[src/rtl/wb_lsu_master_if.sv]
// Wishbone classic bus bundle shared by the LSU master and its slave.
interface wb_lsu_master_if;
  logic        cyc_o;
  logic        stb_o;
  logic        we_o;
  logic [3:0]  sel_o;
  logic [31:0] adr_o;
  logic [31:0] dat_o;
  logic [31:0] dat_i;
  logic        ack_i;

  modport master (
    output cyc_o, stb_o, we_o, sel_o, adr_o, dat_o,
    input  dat_i, ack_i
  );

  modport slave (
    input  cyc_o, stb_o, we_o, sel_o, adr_o, dat_o,
    output dat_i, ack_i
  );
endinterface

[src/rtl/wb_lsu_master.sv]
// Core load/store unit to Wishbone master: lane steering, load extension,
// misalignment detection and an ack timeout, one transfer at a time.
module wb_lsu_master #(
  parameter int unsigned TIMEOUT = 255
) (
  input  logic                   clk_i,
  input  logic                   rst_ni,
  input  logic                   req_i,
  input  logic                   we_req_i,
  input  logic [1:0]             size_i,
  input  logic                   unsigned_i,
  input  logic [31:0]            addr_i,
  input  logic [31:0]            wdata_i,
  output logic                   busy_o,
  output logic                   done_o,
  output logic                   err_o,
  output logic [31:0]            rdata_o,
  wb_lsu_master_if.master        wb
);

  typedef enum logic [1:0] {
    IDLE = 2'd0,
    BUS  = 2'd1,
    RESP = 2'd2
  } state_e;

  localparam logic [7:0] TIMEOUT_M1 = 8'(TIMEOUT - 32'd1);

  state_e      state_q, state_d;
  logic        cyc_q, cyc_d;
  logic        stb_q, stb_d;
  logic        we_q, we_d;
  logic [3:0]  sel_q, sel_d;
  logic [31:0] adr_q, adr_d;
  logic [31:0] dat_q, dat_d;
  logic [7:0]  cnt_q, cnt_d;
  logic [1:0]  size_q, size_d;
  logic        unsigned_q, unsigned_d;
  logic [1:0]  lo_q, lo_d;
  logic [31:0] rdata_q, rdata_d;
  logic        busy_q, busy_d;
  logic        done_q, done_d;
  logic        err_q, err_d;

  function automatic logic is_misaligned(input logic [1:0] size, input logic [1:0] lo);
    logic mis;
    case (size)
      2'b00:   mis = 1'b0;
      2'b01:   mis = lo[0];
      default: mis = (lo != 2'b00);
    endcase
    return mis;
  endfunction

  function automatic logic [3:0] lane_sel(input logic [1:0] size, input logic [1:0] lo);
    logic [3:0] sel;
    case (size)
      2'b00:   sel = 4'b0001 << lo;
      2'b01:   sel = lo[1] ? 4'b1100 : 4'b0011;
      default: sel = 4'b1111;
    endcase
    return sel;
  endfunction

  function automatic logic [31:0] lane_data(input logic [1:0] size, input logic [31:0] wdata);
    logic [31:0] d;
    case (size)
      2'b00:   d = {4{wdata[7:0]}};
      2'b01:   d = {2{wdata[15:0]}};
      default: d = wdata;
    endcase
    return d;
  endfunction

  function automatic logic [31:0] load_extend(input logic [1:0]  size,
                                              input logic        uns,
                                              input logic [1:0]  lo,
                                              input logic [31:0] raw);
    logic [31:0] sh;
    logic [31:0] r;
    sh = raw >> {lo, 3'b000};
    case (size)
      2'b00:   r = uns ? {24'h000000, sh[7:0]} : {{24{sh[7]}}, sh[7:0]};
      2'b01:   r = uns ? {16'h0000, sh[15:0]} : {{16{sh[15]}}, sh[15:0]};
      default: r = raw;
    endcase
    return r;
  endfunction

  // Next-state and next-output logic for the IDLE/BUS/RESP sequencer.
  always_comb begin
    state_d    = state_q;
    cyc_d      = cyc_q;
    stb_d      = stb_q;
    we_d       = we_q;
    sel_d      = sel_q;
    adr_d      = adr_q;
    dat_d      = dat_q;
    cnt_d      = cnt_q;
    size_d     = size_q;
    unsigned_d = unsigned_q;
    lo_d       = lo_q;
    rdata_d    = rdata_q;
    done_d     = 1'b0;
    err_d      = 1'b0;

    case (state_q)
      IDLE: begin
        if (req_i) begin
          if (is_misaligned(size_i, addr_i[1:0])) begin
            state_d = RESP;
            done_d  = 1'b1;
            err_d   = 1'b1;
          end else begin
            state_d    = BUS;
            cyc_d      = 1'b1;
            stb_d      = 1'b1;
            we_d       = we_req_i;
            sel_d      = lane_sel(size_i, addr_i[1:0]);
            adr_d      = {addr_i[31:2], 2'b00};
            dat_d      = lane_data(size_i, wdata_i);
            cnt_d      = 8'd0;
            size_d     = size_i;
            unsigned_d = unsigned_i;
            lo_d       = addr_i[1:0];
          end
        end else begin
          state_d = IDLE;
        end
      end
      BUS: begin
        // Ack wins over a timeout landing in the same cycle.
        if (wb.ack_i) begin
          state_d = RESP;
          cyc_d   = 1'b0;
          stb_d   = 1'b0;
          done_d  = 1'b1;
          if (!we_q) begin
            rdata_d = load_extend(size_q, unsigned_q, lo_q, wb.dat_i);
          end else begin
            rdata_d = rdata_q;
          end
        end else if (cnt_q == TIMEOUT_M1) begin
          state_d = RESP;
          cyc_d   = 1'b0;
          stb_d   = 1'b0;
          done_d  = 1'b1;
          err_d   = 1'b1;
        end else begin
          cnt_d = cnt_q + 8'd1;
        end
      end
      RESP: begin
        state_d = IDLE;
      end
      default: begin
        state_d = IDLE;
        cyc_d   = 1'b0;
        stb_d   = 1'b0;
      end
    endcase

    busy_d = (state_d != IDLE);
  end

  // State and registered outputs; reset drops the bus immediately.
  always_ff @(posedge clk_i or negedge rst_ni) begin
    if (!rst_ni) begin
      state_q    <= IDLE;
      cyc_q      <= 1'b0;
      stb_q      <= 1'b0;
      we_q       <= 1'b0;
      sel_q      <= 4'h0;
      adr_q      <= 32'h0000_0000;
      dat_q      <= 32'h0000_0000;
      cnt_q      <= 8'd0;
      size_q     <= 2'b00;
      unsigned_q <= 1'b0;
      lo_q       <= 2'b00;
      rdata_q    <= 32'h0000_0000;
      busy_q     <= 1'b0;
      done_q     <= 1'b0;
      err_q      <= 1'b0;
    end else begin
      state_q    <= state_d;
      cyc_q      <= cyc_d;
      stb_q      <= stb_d;
      we_q       <= we_d;
      sel_q      <= sel_d;
      adr_q      <= adr_d;
      dat_q      <= dat_d;
      cnt_q      <= cnt_d;
      size_q     <= size_d;
      unsigned_q <= unsigned_d;
      lo_q       <= lo_d;
      rdata_q    <= rdata_d;
      busy_q     <= busy_d;
      done_q     <= done_d;
      err_q      <= err_d;
    end
  end

  assign wb.cyc_o = cyc_q;
  assign wb.stb_o = stb_q;
  assign wb.we_o  = we_q;
  assign wb.sel_o = sel_q;
  assign wb.adr_o = adr_q;
  assign wb.dat_o = dat_q;
  assign busy_o   = busy_q;
  assign done_o   = done_q;
  assign err_o    = err_q;
  assign rdata_o  = rdata_q;

endmodule

[src/flat_wrapper.sv]
// flat-port wrapper written by rule: the top's interface ports become plain ports
module wb_lsu_master_flat 
#(
  parameter int unsigned TIMEOUT = 255
)
  (clk_i, rst_ni, req_i, we_req_i, size_i, unsigned_i, addr_i, wdata_i, busy_o, done_o, err_o, rdata_o, wb_cyc_o, wb_stb_o, wb_we_o, wb_sel_o, wb_adr_o, wb_dat_o, wb_dat_i, wb_ack_i);
  wb_lsu_master_if wb_i ();
  input  logic clk_i;
  input  logic rst_ni;
  input  logic req_i;
  input  logic we_req_i;
  input  logic [1:0] size_i;
  input  logic unsigned_i;
  input  logic [31:0] addr_i;
  input  logic [31:0] wdata_i;
  output logic busy_o;
  output logic done_o;
  output logic err_o;
  output logic [31:0] rdata_o;
  output wire logic [$bits(wb_i.cyc_o)-1:0] wb_cyc_o;
  output wire logic [$bits(wb_i.stb_o)-1:0] wb_stb_o;
  output wire logic [$bits(wb_i.we_o)-1:0] wb_we_o;
  output wire logic [$bits(wb_i.sel_o)-1:0] wb_sel_o;
  output wire logic [$bits(wb_i.adr_o)-1:0] wb_adr_o;
  output wire logic [$bits(wb_i.dat_o)-1:0] wb_dat_o;
  input wire logic [$bits(wb_i.dat_i)-1:0] wb_dat_i;
  input wire logic [$bits(wb_i.ack_i)-1:0] wb_ack_i;
  assign wb_cyc_o = wb_i.cyc_o;
  assign wb_stb_o = wb_i.stb_o;
  assign wb_we_o = wb_i.we_o;
  assign wb_sel_o = wb_i.sel_o;
  assign wb_adr_o = wb_i.adr_o;
  assign wb_dat_o = wb_i.dat_o;
  assign wb_i.dat_i = wb_dat_i;
  assign wb_i.ack_i = wb_ack_i;
  wb_lsu_master #(.TIMEOUT(TIMEOUT)) u_core (.clk_i(clk_i), .rst_ni(rst_ni), .req_i(req_i), .we_req_i(we_req_i), .size_i(size_i), .unsigned_i(unsigned_i), .addr_i(addr_i), .wdata_i(wdata_i), .busy_o(busy_o), .done_o(done_o), .err_o(err_o), .rdata_o(rdata_o), .wb(wb_i));
endmodule
[config.mk]
export PLATFORM = sky130hd
export DESIGN_NAME = wb_lsu_master_flat
export DESIGN_NICKNAME = d
export VERILOG_FILES = /design/src/rtl/wb_lsu_master_if.sv /design/src/rtl/wb_lsu_master.sv /design/src/flat_wrapper.sv
export SDC_FILE = /design/constraint.sdc
export NUM_CORES = 1
export LEC_CHECK = 0
export ABC_AREA = 1
export CAP_MARGIN = 20
export CORE_MARGIN = 10
export CORE_UTILIZATION = 41
export CTS_CLUSTER_SIZE = 16
export DETAILED_ROUTE_END_ITERATION = 6
export PLACE_DENSITY = 0.86
export SLEW_MARGIN = 20
export SYNTH_ARGS = -nofsm -noshare
export SYNTH_HDL_FRONTEND = slang
export SYNTH_SLANG_ARGS = --single-unit
[constraint.sdc]
create_clock -name clk_i -period 1.3 [get_ports clk_i]
set_input_delay 0.13 -clock clk_i [delete_from_list [all_inputs] [get_ports clk_i]]
set_output_delay 0.13 -clock clk_i [all_outputs]
set_load 0.005 [all_outputs]
==> results of run 1 <==
[registers in the layout (all words and copies together) (netlist names)]
| signal | count |
|---|---|
| u_core.busy_o | 1 |
| u_core.cnt_q | 8 |
| u_core.done_o | 1 |
| u_core.err_o | 1 |
| u_core.lo_q | 2 |
| u_core.rdata_o | 32 |
| u_core.size_q | 2 |
| u_core.state_q | 2 |
| u_core.unsigned_q | 1 |
| u_core.wb.adr_o | 30 |
| u_core.wb.dat_o | 32 |
| u_core.wb.sel_o | 4 |
| u_core.wb.stb_o | 1 |
| u_core.wb.we_o | 1 |
[timing repair]
| action | 4_1_cts | 5_1_grt |
|---|---|---|
| gates cloned | 15 | 18 |
| pin swaps | 36 | 72 |
| resized for setup | 207 | 261 |
| buffers inserted | 17 | 11 |
| hold buffers | 1 | 0 |
| endpoints found under the hold margin | 80 | 0 |
| endpoints found under the setup margin | 213 | 116 |
[synth_stat cells]
cell / number / area (um^2)
conb_1: 1 / 3.750
o31ai_1: 1 / 7.510
inv_2: 7 / 26.28
nand3_1: 44 / 220.2
clkbuf_1: 5 / 18.77
clkinv_2: 1 / 5.000
buf_4: 10 / 75.07
ha_1: 2 / 25.02
a211oi_1: 1 / 7.510
nor3_2: 1 / 10.01
xor2_1: 4 / 35.03
or2_2: 3 / 18.77
a31oi_1: 2 / 12.51
o21ai_2: 1 / 8.760
inv_6: 1 / 8.760
nor2_1: 36 / 135.1
nand2_1: 275 / 1032
inv_1: 54 / 202.7
nand2_2: 5 / 31.28
clkinv_1: 1 / 3.750
or2_1: 4 / 25.02
nand3_4: 1 / 17.52
o21ai_0: 55 / 275.3
dfrtp_1: 118 / 2953
nor2_8: 1 / 20.02
nor2_2: 1 / 6.260
buf_2: 19 / 95.09
buf_6: 5 / 56.30
or2_0: 9 / 56.30
o21ai_1: 12 / 60.06
nand3_2: 1 / 10.01
a21oi_1: 65 / 325.3
nand2_4: 2 / 22.52
[cell type report]
class,instances,area share
diodes,1,0.0002266
clock buffers,19,0.04101
clock inverters,13,0.01337
inverters,64,0.02560
multi-input cells,532,0.3045
flip-flops and latches,118,0.2675
well taps,180,0.02039
repair buffers,326,0.3241
repair inverters,3,0.003285
[routing by layer]
metal  share of wire  vias to the layer above  routed length (um)  GRT usage
met5               0                        -                   0          0
met4           0.039                        0                1099    0.09500
met3            0.13                      106                3757     0.1137
met2            0.47                      531               13490     0.3687
met1            0.35                     3385               10070     0.2499
li1                -                     3018                   -          -
[worst register-to-register path, delay by kind of cell (launching register included)]
kind                   cells  cell delay (ns)
AO/OA/AOI/OAI              2             0.21
buffers and inverters      3             0.47
flip-flops                 1             0.41
AND/OR/NAND/NOR            2             0.33
[how the worst max path moves through the flow]
stage | depth (start not counted) | startpoint | end | slack (ns)
after floorplan | 9 | u_core.lo_q[0] | u_core.rdata_o[16] | 0.03
after global placement | 9 | wb_ack_i | u_core.rdata_o[30] | -0.37
after detailed placement | 7 | size_i[1] | u_core.wb.dat_o[30] | -0.40
after CTS | 10 | u_core.lo_q[0] | u_core.rdata_o[27] | -0.14
after global routing | 7 | u_core.state_q[0] | u_core.wb.dat_o[19] | -0.25
final | 7 | u_core.state_q[0] | u_core.wb.dat_o[19] | -0.22
[per-stage QoR]
| step | instance area [um^2] | cells | total power, uW | setup WS (ns) |
|---|---|---|---|---|
| floorplan | 5814 | 749 | 8677 | 0.02961 |
| global placement | 8477 | 1163 | 13010 | -0.3672 |
| detailed placement | 8477 | 1163 | 13180 | -0.3990 |
| CTS | 9794 | 1228 | 18280 | -0.1376 |
| global route | 11040 | 1256 | 21240 | -0.2538 |
| finish | 11040 | 1256 | 20350 | -0.2225 |
[logic make-up (layout without fill, tap and decap cells)]
group                      Yosys count  after routing  share of synthesized area
AOI/OAI and AO/OA                  137            137                     0.1199
adders and majority gates            2              2                   0.004306
buffers and inverters              103            425                    0.08462
and+or+nand+nor                    383            387                     0.2763
xor gates and xnor gates             4              4                   0.006029
other                                1              3                  0.0006454
DFF                                118            118                     0.5082
[report_power, final]
group | leakage, uW | switching, uW | internal [uW]
Combinational | 0.00367 | 4690 | 4580
Sequential | 0.00145 | 1180 | 5080
Clock | 0.000282 | 1880 | 2940
Total | 0.00540 | 7750 | 12600
[placed cells by master (no fill, tap or decap), types with 9 or more instances in the layout]
master           instances
o21ai_0                 17
nand2_2                 69
dlygate4sd2_1           95
nand2_1                172
inv_1                   52
buf_4                   56
buf_12                  20
buf_16                  10
nor2_1                  30
nand3_2                 17
dfrtp_1                117
a21oi_2                 20
o21ai_1                 17
clkdlybuf4s50_1        101
nand3_1                 26
buf_6                   18
nand2_4                 37
a21oi_1                 38
o21ai_2                 33
clkbuf_16               28
or2_0                    9
==> run metrics, run 1 <==
worst r2r src=u_core.state_q[0]; Initial Util=0.4186; Initial DRC Count=727; CTS Buf Count=17; distinct cell type count of the synthesized netlist=33; status=finished, violations left; first-pass GRT wire length=35430 um; Final Util=0.7957; synthesized flop and latch total=118; Crit path buffers/inverters=3; synthesized area=5811 um^2; P per Cell Area=1842 nW/um^2; Syn Inst Count=748; I/O pin cnt=210; Peak VDD IR=1.351 mV; Worst-Skew Late Latency=0.43 ns; failing checks=setup timing; Worst Path Max Fanout=5; clock buffer depth=2; final hold viol count=0; Leak=0.005403 uW; Std-Cell Rows=43; initial antenna violation count=1; register area share after synthesis=0.5082; CP Data Required Time=1.64 ns; die area=19330 um^2; core area=13880 um^2; fmax=656.8 MHz; Detail Route Antenna Nets=0; Post-DP HPWL=15120 um; WL per Instance=22.62 um; kind of end point of the critical path=register; clk sink count=118; Slowest Stage Delay on Critical Path=0.41 ns; DR pass1 iterations=5; layout cells sized above 1=0.3488; cell chain of the critical path=nor3_2 -> buf_6 -> nand2_8 -> inv_12 -> clkbuf_16 -> o21ai_2 -> o21ai_1; Die W=139.0 um; Die Y=139.0 um; register-to-register path setup slack=-0.22 ns; Max-Cap Viols=0; H-Tree Depth=4; grt ovf=0; clock root cell=clkbuf_16; pins over their slew limit=0; Reg clk slew, reported paths=0.06 ns; hold slack=0.1800 ns; fin crit period=1.523 ns; Syn-to-layout area delta=90.07%; synth warn=0; HP Class=input pin to async pin; worst-case reg-to-reg path depth=7; DR vias=7040; Arr. time, crit path=1.86 ns; CP delay by family, top=buffers and inverters; RSZ-0062 raised after global routing=true; largest net degree at the start of global routing=39; r2r endpoint=u_core.wb.dat_o[19]; average via count per standard cell=5.605; period utilization=1.171; Final setup viols=116; vias in the first global route=6639; Residual DRC=0; NumNets Final=1168; Setup CP Type=register to register; multi-input logic area=3363 um^2; Port Buffer Count=207; GRT Total Usage=0.2283; final wirelength=28420 um; Slowest-stage cell, CP=dfrtp_1; syn avg cell area=7.768 um^2; worst clock skew=0.009110 ns; Final Wtd Congestion=0.8903; Seq. cell area=2954 um^2; FILL cells=746; Startpoint Class=register; Final TNS setup=-14.55 ns; CTS tree=yes; worst setup margin=-0.2225 ns
Note: power is estimated with default switching activity, not from simulation.
==> run 2: changes to the inputs <==
Settings changed: TNS_END_PERCENT set to 20.
==> run 2 against run 1 <==
  * The flow still finishes with violations (setup timing)
  * Highest routed layer unchanged
  * Sequential cell count unchanged
  * Power decreased by 10%
  * Largest power group unchanged
  * Sequential power decreased by 5.0%
  * Wire length decreased by 21%
==> run metrics, run 2 (synthesized netlist as in run 1, its figures left out) <==
Die W=139.0 um; worst clock skew=0.01174 ns; first-pass GRT wire length=33290 um; P_sw=6507 uW; CTS tree=yes; Setup CP Type=register to register; pins over their slew limit=0; Reg power frac=0.326; P per Cell Area=1877 nW/um^2; final hold viol count=0; clock root cell=clkbuf_16; Port Buffer Count=207; fmax=689.8 MHz; Arr. time, crit path=1.77 ns; commonest non-fill, non-tap cell in the layout=nand2_1; period utilization=1.115; WL per Instance=18.33 um; DR vias=6303; Final setup viols=55; Peak VDD IR=1.219 mV; CP Data Required Time=1.62 ns; final wirelength=22410 um; FILL cells=1016; clock buffer depth=2; core area=13880 um^2; fraction of power consumed by the clock network=0.260; launch point of the critical path=u_core.state_q[0]; Worst Path Max Fanout=8; Initial DRC Count=569; DR pass1 iterations=5; H-Tree Depth=4; RSZ-0062 raised after global routing=true; register-to-register path setup slack=-0.15 ns; Initial Util=0.4186; worst r2r src=u_core.state_q[0]; Cell Int Power=11730 uW; Design Area, Final=9714 um^2; worst setup margin=-0.1497 ns; r2r endpoint=u_core.rdata_o[17]; sw frac=0.3569; largest net degree at the start of global routing=39; combinational power share=0.414; Worst-Skew Late Latency=0.43 ns; failing checks=setup timing; HP Class=input pin to async pin; Reg clk slew, reported paths=0.06 ns; Max-Cap Viols=0; NumNets Final=1135; die area=19330 um^2; initial antenna violation count=1; dpl cell area=8477 um^2; kind of end point of the critical path=register; Post-DP HPWL=15120 um; layout cells sized above 1=0.2083; Std-Cell Rows=43; CTS Buf Count=17; Detail Route Antenna Nets=0; grt ovf=0; vias in the first global route=6349; clk sink count=118; GRT Total Usage=0.2135; I/O pin cnt=210; worst-case reg-to-reg path depth=9; average via count per standard cell=5.154; most frequent cells in the layout=nand2_1, dfrtp_1, dlygate4sd2_1; status=finished, violations left; Leak=0.004863 uW; Residual DRC=0; Die Y=139.0 um; Final Wtd Congestion=0.8903; hold slack=0.1862 ns; Startpoint Class=register; Syn-to-layout area delta=67.18%; fin crit period=1.450 ns
## run 2: final cells by class
cell class	instances	area [um^2]	area share
Multi-Input combinational cell	529	2730	0.2810
Timing Repair Buffer	299	2924	0.3010
Sequential cell	118	2954	0.3041
Clock inverter	13	147.6	0.01520
Inverter	64	277.8	0.02859
Tap cell	180	225.2	0.02318
Clock buffer	19	452.9	0.04663
Antenna cell	1	2.502	0.0002576
## run 2: through the flow
| stage | total power (uW) | util | setup TNS (ns) | std cells | setup slack, ns |
|---|---|---|---|---|---|
| 6_report | 18230 | 0.6998 | -3.621 | 1223 | -0.1497 |
| 3_5_place_dp | 13180 | 0.6107 | -35.32 | 1163 | -0.3990 |
| 3_3_place_gp | 13010 | 0.6107 | -32.07 | 1163 | -0.3672 |
| 2_1_floorplan | 8677 | - | 0 | 749 | 0.02961 |
| 5_1_grt | 19310 | 0.6998 | -9.012 | 1223 | -0.2023 |
| 4_1_cts | 17750 | 0.6752 | -3.699 | 1213 | -0.1586 |
## run 2: worst max path at each step
stage	slack [ns]	endpoint
global route	-0.20	u_core.rdata_o[17]
CTS	-0.16	u_core.rdata_o[27]
finish	-0.15	u_core.rdata_o[17]
floorplan	0.03	u_core.rdata_o[16]
detailed placement	-0.40	u_core.wb.dat_o[30]
global placement	-0.37	u_core.rdata_o[30]
## run 2: power by group through the flow
stage	Combinational, uW	Sequential [uW]	Clock, uW
4_1_cts	7020	5920	4800
5_1_grt	8230	6120	4960
2_1_floorplan	2710	5970	0
3_5_place_dp	7180	6000	0
6_report	7550	5950	4740
3_3_place_gp	7030	5970	0
## run 2: worst max-delay path: stages (launching register included)
cell	delay, ns
dfrtp_1	0.41
buf_6	0.14
nand2_8	0.07
inv_6	0.04
nand2_8	0.11
inv_8	0.07
buf_6	0.12
or2_2	0.26
nand2_1	0.07
inv_1	0.04
## run 2: metal layers
layer | track usage | part of all wire
met1 | 0.2423 | 0.37
met2 | 0.3435 | 0.47
met3 | 0.1010 | 0.13
met4 | 0.07743 | 0.025
met5 | 0 | 0
## run 2: timing repair
item	4_1_cts	5_1_grt
resized for setup	167	76
pin swaps	23	18
setup endpoints to repair	213	114
buffers inserted	11	8
hold buffers	1	0
cloned	6	2
hold endpoints to repair	80	0
==> RTL change, RTL diff (settings of run 1) <==
The 3 states of `state_e` get a one-hot encoding in 3 bits.
--- a/src/rtl/wb_lsu_master.sv
+++ b/src/rtl/wb_lsu_master.sv
@@ -19,8 +19,8 @@
 );
 
-  typedef enum logic [1:0] {
-    IDLE = 2'd0,
-    BUS  = 2'd1,
-    RESP = 2'd2
+  typedef enum logic [2:0] {
+    IDLE = 3'b001,
+    BUS  = 3'b010,
+    RESP = 3'b100
   } state_e;
 
Formal check against the unedited RTL: no difference found for any inputs over 4 cycles, from zero or initial values and one cycle with rst_ni low; so few cycles prove little.
==> RTL change against run 1 <==
The flow still finishes with violations (negative setup slack); total power rose by 4.6%; synthesized cell count rose by 2.3%; setup slack improved by 0.024 ns; sequential cell count is 1 higher; routed wire length down 16%; clock skew increased by 0.00065 ns; area after synthesis rose by 2.5%; design area down 4.9%.
==> RTL change: results (changes against run 1) <==
[worst_setup_path]
critPathMaxStageDelay_ns=0.56  ; +0.15 ns
slowest_stage=dfstp_2
crit_family=flip-flops
rr_startpoint=u_core.state_q[0]
ff2ff_path_depth=8  ; +1
arrival_ns=1.86  ; about the same
cp_max_fo=8  ; +3
crit_path_end=u_core.wb.adr_o[24]

[detailed_routing]
drt_iter0_markers=489  ; -33%
wl_um=24000  ; -16%
top_layer_used=met4
wl_met3_um=1670  ; -56%
drc_errors=0  ; unchanged
met1Wirelength_um=9200  ; -8.6%
viasPerCell=5.17  ; -7.8%
wl_met2_um=12400  ; -8.3%
vias=6472  ; -8.1%

[power_and_ir_drop]
peakVddDrop_v=0.00109  ; -20%
pwr-share-comb_pct=45.0  ; -0.6 points
pg_comb_mw=9.57  ; +3.2%
internal_power_mw=13.7  ; +8.6%
p_leak_nw=5.38  ; -0.45%
power_frac_seq_pct=31.3  ; +0.5 points

[clocking]
clk_latency_ns=0.43  ; about the same
hold_buffers=1  ; unchanged
cts_resized=246  ; +19%
post_cts_buffers=16  ; -1
clockBufferDepth=2  ; unchanged

[synth]
synthTopCellsByArea=dfrtp_1, nand2_1, nand3_1
synth_cell_types=34  ; +3.0%
synth_common_cells=nand2_1, dfrtp_1, inv_1
synth.avg_cell_area_um2=7.78  ; +0.20%
synth-seq-area-share_pct=50.0  ; -0.79 points
synth-async-reset-ratio_pct=100  ; unchanged

[hold_path]
hold_class=in -> async

[timing]
setup_viol=114  ; -1.7%
setup_ws_ns=-0.199  ; +0.0235 ns
clock_skew_ns=0.00976  ; +0.000649 ns
fin_setup_tns_ns=-16.42  ; -1.87 ns
hold_ws_ns=0.179  ; -0.000808 ns

[place]
pre_cts_slack_ns=-0.450  ; -0.0513 ns
hpwl_um=15300  ; +1.2%
placed_cell_area_mm2=0.00881  ; +4.0%
dpl.cell_count=1186  ; +2.0%
gp_congestion=0.911  ; +2.3%

[global_routing]
grt_usage_pct=21.8  ; -1.1 points
grt_max_degree=41  ; +5.1%
met2_usage_pct=37.4  ; +0.49 points
met1_usage_pct=24.8  ; -0.18 points
grt_pass1_wl_um=34500  ; -2.7%
use_met3_pct=5.54  ; -5.8 points

[status]
violations=negative setup slack
outcome=finished, violations left

[finish]
final_layout_size_suffix_gt1_share_pct=29.9  ; -5.0 points

RTL change: cell count changes in the layout (fill, tap and decap cells not counted), moves of 7 or more:
cell,before,now
inv_1,52,61
nand2_1,172,199
nand2_4,37,26
nand2_2,69,58
or2_0,9,0
o21a_1,0,12
or2_2,0,17
a21oi_4,7,0
o21ai_1,17,25
dlygate4sd2_1,95,102
a21oi_2,20,8
nand3_1,26,35
RTL change: kinds of logic after synthesis:
group                      after synthesis  synth area share [%]
xor gates and xnor gates                 3                 0.441
other                                    1                0.0630
and+or+nand+nor                        399                  28.7
AOI/OAI and AO/OA                      129                  11.8
buffers and inverters                  112                  8.53
adders and majority gates                2                 0.420
DFF                                    119                  50.0
RTL change: final cells by class:
cell class	count	area [um^2]
Inverter	72	298
Clock buffer	24	482
Timing Repair Buffer	313	3290
Clock inverter	8	144
Tap cell	180	225
Multi-Input combinational cell	535	3080
Fill cell	943	3540
Sequential cell	119	2980
Antenna cell	1	2.50
